`src/rtl/ad9361_burst_gate.sv`:
```
// Triggered burst capture behind the AD9361 packer: keeps a pre-trigger history ring and emits one tlast-framed burst per trigger.
// Define AD9361_BURST_GATE_ANY_CHANNEL_EN to trigger on any of the four channels instead of channel 0 only.

module ad9361_burst_gate #(
    parameter int PRECISION    = 12,
    parameter int PRE_TRIGGER  = 16,
    parameter int BURST_LENGTH = 512,
    parameter int HOLDOFF      = 64
) (
    input  logic                   clk,
    input  logic                   rst_n,
    input  logic                   s_axis_tvalid,
    output logic                   s_axis_tready,
    input  logic [8*PRECISION-1:0] s_axis_tdata,
    input  logic [PRECISION:0]     threshold,
    output logic                   m_axis_tvalid,
    input  logic                   m_axis_tready,
    output logic [8*PRECISION-1:0] m_axis_tdata,
    output logic                   m_axis_tlast,
    output logic                   busy,
    output logic                   trig
);
    localparam int W      = 8 * PRECISION;
    localparam int PTR_W  = $clog2(PRE_TRIGGER);
    localparam int FILL_W = PTR_W + 1;
    localparam int CNT_W  = $clog2(BURST_LENGTH);
    localparam int HOLD_W = (HOLDOFF > 1) ? $clog2(HOLDOFF) : 1;

    localparam logic [FILL_W-1:0] FILL_FULL  = FILL_W'(PRE_TRIGGER);
    localparam logic [FILL_W-1:0] FILL_ARM   = FILL_W'(PRE_TRIGGER - 1);
    localparam logic [CNT_W-1:0]  FLUSH_LAST = CNT_W'(PRE_TRIGGER - 1);
    localparam logic [CNT_W-1:0]  BURST_LAST = CNT_W'(BURST_LENGTH - 1);
    localparam logic [HOLD_W-1:0] HOLD_LAST  = HOLD_W'(HOLDOFF - 1);

    localparam logic [1:0] ST_IDLE   = 2'd0;
    localparam logic [1:0] ST_FLUSH  = 2'd1;
    localparam logic [1:0] ST_STREAM = 2'd2;
    localparam logic [1:0] ST_HOLD   = 2'd3;

    // |x| widened by one bit, so the most negative code maps to 2^(P-1) without saturation.
    function automatic logic [PRECISION:0] mag(input logic [PRECISION-1:0] x);
        logic [PRECISION:0] ext;
        ext = {x[PRECISION-1], x};
        return x[PRECISION-1] ? (~ext + (PRECISION+1)'(1)) : ext;
    endfunction

    // Channel ch occupies lanes 7-2*ch (I) and 6-2*ch (Q).
    function automatic logic [PRECISION:0] chan_metric(input logic [W-1:0] word, input int ch);
        return mag(word[(7-2*ch)*PRECISION +: PRECISION]) + mag(word[(6-2*ch)*PRECISION +: PRECISION]);
    endfunction

    logic trig_hit;
`ifdef AD9361_BURST_GATE_ANY_CHANNEL_EN
    always_comb begin
        trig_hit = 1'b0;
        for (int ch = 0; ch < 4; ch++) begin
            if (chan_metric(s_axis_tdata, ch) >= threshold) trig_hit = 1'b1;
        end
    end
`else
    assign trig_hit = (chan_metric(s_axis_tdata, 0) >= threshold);
`endif

    logic [1:0]        state_q, state_d;
    logic [PTR_W-1:0]  wr_ptr_q, wr_ptr_d, rd_ptr_q, rd_ptr_d;
    logic [FILL_W-1:0] fill_q, fill_d;
    logic [CNT_W-1:0]  cnt_q, cnt_d;
    logic [HOLD_W-1:0] hold_cnt_q, hold_cnt_d;
    logic              m_valid_q, m_valid_d, m_last_q, m_last_d;
    logic [W-1:0]      m_data_q, m_data_d;
    logic              run_q, busy_q, trig_q;
    logic              s_accept, out_free, hist_wr, fire;
    logic [W-1:0]      hist_mem [PRE_TRIGGER];

    // run_q keeps the input closed while reset is held.
    always_comb begin
        s_axis_tready = 1'b0;
        if (run_q) begin
            case (state_q)
                ST_IDLE, ST_HOLD: s_axis_tready = 1'b1;
                ST_STREAM:        s_axis_tready = out_free;
                default:          s_axis_tready = 1'b0;
            endcase
        end
    end

    assign out_free = !m_valid_q || m_axis_tready;
    assign s_accept = s_axis_tvalid && s_axis_tready;
    assign hist_wr  = (state_q == ST_IDLE) && s_accept;
    assign fire     = hist_wr && trig_hit && (threshold != '0) && (fill_q >= FILL_ARM);

    // NOTE: the history ring is not reset; after reset fill_q forces PRE_TRIGGER fresh writes before any read.
    always_ff @(posedge clk) begin
        if (hist_wr) hist_mem[wr_ptr_q] <= s_axis_tdata;
    end

    always_comb begin
        // NOTE: every next-state value defaults to its current value so no branch infers a latch.
        state_d    = state_q;
        wr_ptr_d   = wr_ptr_q;
        rd_ptr_d   = rd_ptr_q;
        fill_d     = fill_q;
        cnt_d      = cnt_q;
        hold_cnt_d = hold_cnt_q;
        m_valid_d  = m_valid_q;
        m_data_d   = m_data_q;
        m_last_d   = m_last_q;

        if (m_valid_q && m_axis_tready) begin
            m_valid_d = 1'b0;
            m_last_d  = 1'b0;
        end

        case (state_q)
            ST_IDLE: begin
                if (s_accept) begin
                    wr_ptr_d = wr_ptr_q + PTR_W'(1);
                    if (fill_q != FILL_FULL) fill_d = fill_q + FILL_W'(1);
                    if (fire) begin
                        state_d  = ST_FLUSH;
                        rd_ptr_d = wr_ptr_q + PTR_W'(1);
                        cnt_d    = '0;
                    end
                end
            end
            ST_FLUSH: begin
                if (out_free) begin
                    m_valid_d = 1'b1;
                    m_data_d  = hist_mem[rd_ptr_q];
                    m_last_d  = 1'b0;
                    rd_ptr_d  = rd_ptr_q + PTR_W'(1);
                    cnt_d     = cnt_q + CNT_W'(1);
                    if (cnt_q == FLUSH_LAST) state_d = ST_STREAM;
                end
            end
            ST_STREAM: begin
                if (s_accept) begin
                    m_valid_d = 1'b1;
                    m_data_d  = s_axis_tdata;
                    m_last_d  = (cnt_q == BURST_LAST);
                    cnt_d     = cnt_q + CNT_W'(1);
                    if (cnt_q == BURST_LAST) begin
                        hold_cnt_d = '0;
                        if (HOLDOFF == 0) begin
                            state_d = ST_IDLE;
                            fill_d  = '0;
                        end else begin
                            state_d = ST_HOLD;
                        end
                    end
                end
            end
            default: begin
                if (s_accept) begin
                    hold_cnt_d = hold_cnt_q + HOLD_W'(1);
                    if (hold_cnt_q == HOLD_LAST) begin
                        state_d = ST_IDLE;
                        fill_d  = '0;
                    end
                end
            end
        endcase
    end

    // NOTE: sequential state uses <= so every flop samples pre-edge values regardless of block order.
    always_ff @(posedge clk or negedge rst_n) begin
        if (!rst_n) begin
            state_q    <= ST_IDLE;
            wr_ptr_q   <= '0;
            rd_ptr_q   <= '0;
            fill_q     <= '0;
            cnt_q      <= '0;
            hold_cnt_q <= '0;
            m_valid_q  <= 1'b0;
            m_data_q   <= '0;
            m_last_q   <= 1'b0;
            run_q      <= 1'b0;
            busy_q     <= 1'b0;
            trig_q     <= 1'b0;
        end else begin
            state_q    <= state_d;
            wr_ptr_q   <= wr_ptr_d;
            rd_ptr_q   <= rd_ptr_d;
            fill_q     <= fill_d;
            cnt_q      <= cnt_d;
            hold_cnt_q <= hold_cnt_d;
            m_valid_q  <= m_valid_d;
            m_data_q   <= m_data_d;
            m_last_q   <= m_last_d;
            run_q      <= 1'b1;
            busy_q     <= (state_d != ST_IDLE);
            trig_q     <= fire;
        end
    end

    assign m_axis_tvalid = m_valid_q;
    assign m_axis_tdata  = m_data_q;
    assign m_axis_tlast  = m_last_q;
    assign busy          = busy_q;
    assign trig          = trig_q;

endmodule

```
`config.mk`:
```
export PLATFORM = sky130hd
export DESIGN_NAME = ad9361_burst_gate
export DESIGN_NICKNAME = d
export VERILOG_FILES = /design/src/rtl/ad9361_burst_gate.sv
export SDC_FILE = /design/constraint.sdc
export NUM_CORES = 2
export LEC_CHECK = 0
export ABC_AREA = 1
export CORE_MARGIN = 4
export CORE_UTILIZATION = 40
export DETAILED_ROUTE_END_ITERATION = 8
export GPL_TIMING_DRIVEN = 0
export PLACE_DENSITY = 0.63
export RECOVER_POWER = 50
export SLEW_MARGIN = 10
export SYNTH_ARGS = -nofsm -noshare
export SYNTH_HDL_FRONTEND = slang
export SYNTH_SLANG_ARGS = --single-unit
```
`constraint.sdc`:
```
create_clock -name clk -period 9.44 [get_ports clk]
set_input_delay 1.416 -clock clk [delete_from_list [all_inputs] [get_ports clk]]
set_output_delay 1.416 -clock clk [all_outputs]
set_load 0.02 [all_outputs]
```
==> results.py <==
metrics = {
    "drt": {
        "first_pass_iters": 6,
        "drt-wirelength-per-cell_um": 28.3,
        "vias_per_cell": 5.88,
        "wirelength_um": 229000,
        "drtIter0Drc": 6820,
        "drc": 0,
        "postRouteAntennaNets": 0,
        "vias": 47700,
    },
    "floorplan": {
        "die_y_um": 417,
        "coreArea_um2": 166000,
        "die_w_um": 417,
        "io_pins": 214,
        "die-area_um2": 174000,
        "start_util_pct": 40.4,
        "num_rows": 149,
    },
    "worst_setup_path": {
        "cp.required_ps": 10120,
        "startpoint_type": "input pin",
        "worst_setup_path_end_kind": "flop",
        "critPathMaxFanout": 17,
        "critPathKind": "input pin to flop",
        "crit_arrival_ps": 7130,
    },
    "sta": {
        "rsz0062_at_grt": "false",
        "drv_slew": 66,
        "setup_ws_ps": 3000,
        "setup_viol": 0,
        "max_slew.worst_pin.slew_ps": 4230,
        "relSlewSlack_pct": -182,
        "final_hold_viol_count": 0,
        "clock_skew_ps": 46.0,
        "post-route-min-period_ps": 6440,
        "post-route-period-util_pct": 68.3,
        "max_freq_mhz": 155,
    },
    "synth": {
        "yosysMostFrequentCell": "edfxtp_1",
        "synth_top_area_share_pct": 68.8,
        "synth_edf_count": 1536,
        "synth-simple-area-share_pct": 9.54,
        "async_flop_share_pct": 7.86,
        "synth_seq_cells": 1667,
        "syn_inst": 5299,
        "synth_cell_type_count": 42,
        "synthMuxAreaShare_pct": 0.0299,
        "netlist_area_um2": 67000,
        "synth_fa_ha_area_share_pct": 0.814,
        "synth_top_area_cell": "edfxtp_1",
        "synth_common_cells": "edfxtp_1 (1536), nor2_1 (889), o21ai_0 (719), nand2_1 (541), a21oi_1 (247)",
        "seq_area_frac_synth_pct": 73.7,
        "synth_top_family_by_area": "compound AO/OA/AOI/OAI gates",
        "synth_compound_area_share_pct": 12.5,
        "synthesis.nets": 5455,
        "ys.warnings.count": 0,
        "synth_xor_area_share_pct": 0.536,
        "avgSynthCellArea_um2": 12.6,
        "synth_flop_cell": "edfxtp_1",
        "synthTopCellsByArea": "edfxtp_1 (69%), o21ai_0 (5.4%), nor2_1 (5.0%), dfrtp_1 (4.9%), nand2_1 (3.0%)",
    },
    "global_route": {
        "grt_pass1_vias": 46000,
        "grt_start_max_net_pins": 67,
        "globalRoute.totalOverflow": 0,
        "grt_pass1_wl_um": 325000,
        "antenna_found_initial": 37,
        "track_usage_pct": 25.8,
    },
    "clock_network": {
        "clockBufferDepth": 3,
        "cts_tree": "done",
        "ctsHoldBuffers": 0,
        "clk_latency_ps": 830,
        "postCtsSetupBuffers": 0,
        "clkTransAtPathRegs_ps": 60,
        "clockRootBuffer": "clkbuf_16",
        "htreeDepth": 4,
        "cts_repair_resize_count": 0,
        "cts_made_buffers": 167,
        "cts_sinks": 1667,
    },
    "place": {
        "place_hpwl_um": 155000,
        "gp_congestion": 0.857,
        "place_area_um2": 73700,
        "pre_cts_ws_ps": 2370,
        "io_buffers": 213,
        "dp.cells": 7779,
    },
    "min_path": {
        "hold_path_class": "flop to flop",
    },
    "layout": {
        "layoutNonFillerInstCount": 8115,
        "final_util_pct": 47.8,
        "final_nets": 5916,
        "syn_to_final_growth_pct": 18.3,
        "drive_above_1_share_pct": 7.11,
        "stdcell_area_um2": 79300,
        "fillers": 14400,
    },
    "power_and_ir_drop": {
        "cellPowerDensity_nw_per_um2": 196,
        "p_leak_nw": 26.6,
        "ir_drop_mv": 0.220,
    },
    "run": {
        "max_cap_viol_count": 1,
    },
    "outcome": {
        "status": "finished with violations",
        "violations": "max-capacitance violations, max-slew violations",
    },
}
worst paths after layout:
kind / from / end / slack, ps / cells after the start
setup / recovery: s_axis_tdata[83] / rd_ptr_q[1] / 3000 / 24
hold / removal: m_axis_tdata[92] / m_axis_tdata[92] / 480 / 2
setup reg to reg: state_q[0] / hist_mem[8][23] / 4980 / 11
hold reg to reg: m_axis_tdata[92] / m_axis_tdata[92] / 480 / 2
max in group asynchronous: rst_n / fill_q[4] / 4930 / 1
min in group asynchronous: rst_n / m_axis_tdata[17] / 2040 / 1
layer usage:
layer	vias to the layer above	routed length [µm]	GRT usage, %
met5	-	88	0
met4	14	11600	12.4
met3	577	26000	6.01
met2	3069	106000	40.9
met1	23700	85300	33.6
li1	20400	-	-
worst max-delay path, cell delays in order:
cell	delay [ps]
dlygate4sd3_1	980
clkbuf_1	620
inv_1	250
a21oi_1	220
xor2_1	100
ha_1	400
inv_1	60
o21ai_0	280
a21oi_1	110
o21ai_0	310
a21oi_1	130
xor2_1	150
inv_1	60
ha_1	270
nand2_1	50
nor2_1	120
and2_1	140
nand2_1	60
nand3_1	80
nand2_1	130
nand2_1	170
nand3_1	510
nand2_1	360
o21ai_0	130
flip-flops by register name (all words and copies together) (netlist names):
name	cells
busy	1
cnt_q	9
fill_q	5
hist_mem	1536
hold_cnt_q	6
m_axis_tdata	96
m_axis_tlast	1
m_axis_tvalid	1
rd_ptr_q	4
run_q	1
state_q	2
trig	1
wr_ptr_q	4
where the power goes:
group / internal [W] / leakage, nW / switching [W]
Combinational: 0.000243 / 8.58 / 0.000431
Clock: 0.00373 / 2.68 / 0.00294
Sequential: 0.00814 / 15.3 / 0.0000639
Total: 0.0121 / 26.6 / 0.00344
final cells by class:
cell class              count  area (µm²)  area share, %
clock inverters            62         671          0.846
multi-input cells        3154       15800           19.9
inverters                 122         458          0.578
flip-flops and latches   1667       49400           62.3
plain buffers             356        1490           1.88
well taps                2189        2740           3.46
clock buffers             252        4850           6.12
repair buffers            292        3830           4.84
diodes                     21        52.6         0.0663
cells by family (layout without fill, tap and decap cells):
family	count (synthesis)	in the layout
DFF	1667	1667
and+or+nand+nor	1627	1627
AOI/OAI and AO/OA	1440	1440
buffers and inverters	478	1084
adders and majority gates	43	43
xor gates and xnor gates	41	41
muxes	2	2
other	1	22
stage by stage:
stage                     total power [W]  hold WS, ps  TNS [ps]
after detailed placement          0.00905          469         0
after global routing               0.0160          499         0
final                              0.0155          475         0
after floorplan                   0.00863          479         0
after CTS                          0.0156          485         0
after global placement            0.00904          469  -4526210
placed cells by master, fill, tap and decap left out, drive strengths merged, types with 2 or more instances in the layout:
cell,count
o22ai,91
buf,196
inv,129
dlygate4sd3,129
nor4,2
xor2,32
nor2,889
o221ai,129
o211ai,205
nand3b,2
o21ai,760
nor3,8
bufinv,5
diode,21
nand2,542
clkinvlp,3
clkdlybuf4s50,83
dfrtp,131
edfxtp,1536
nand4,5
clkbuf,492
a31oi,3
mux2i,2
nand3,175
xnor2,9
ha,42
a21oi,247
clkinv,47
(Power assumes the default switching activity.)
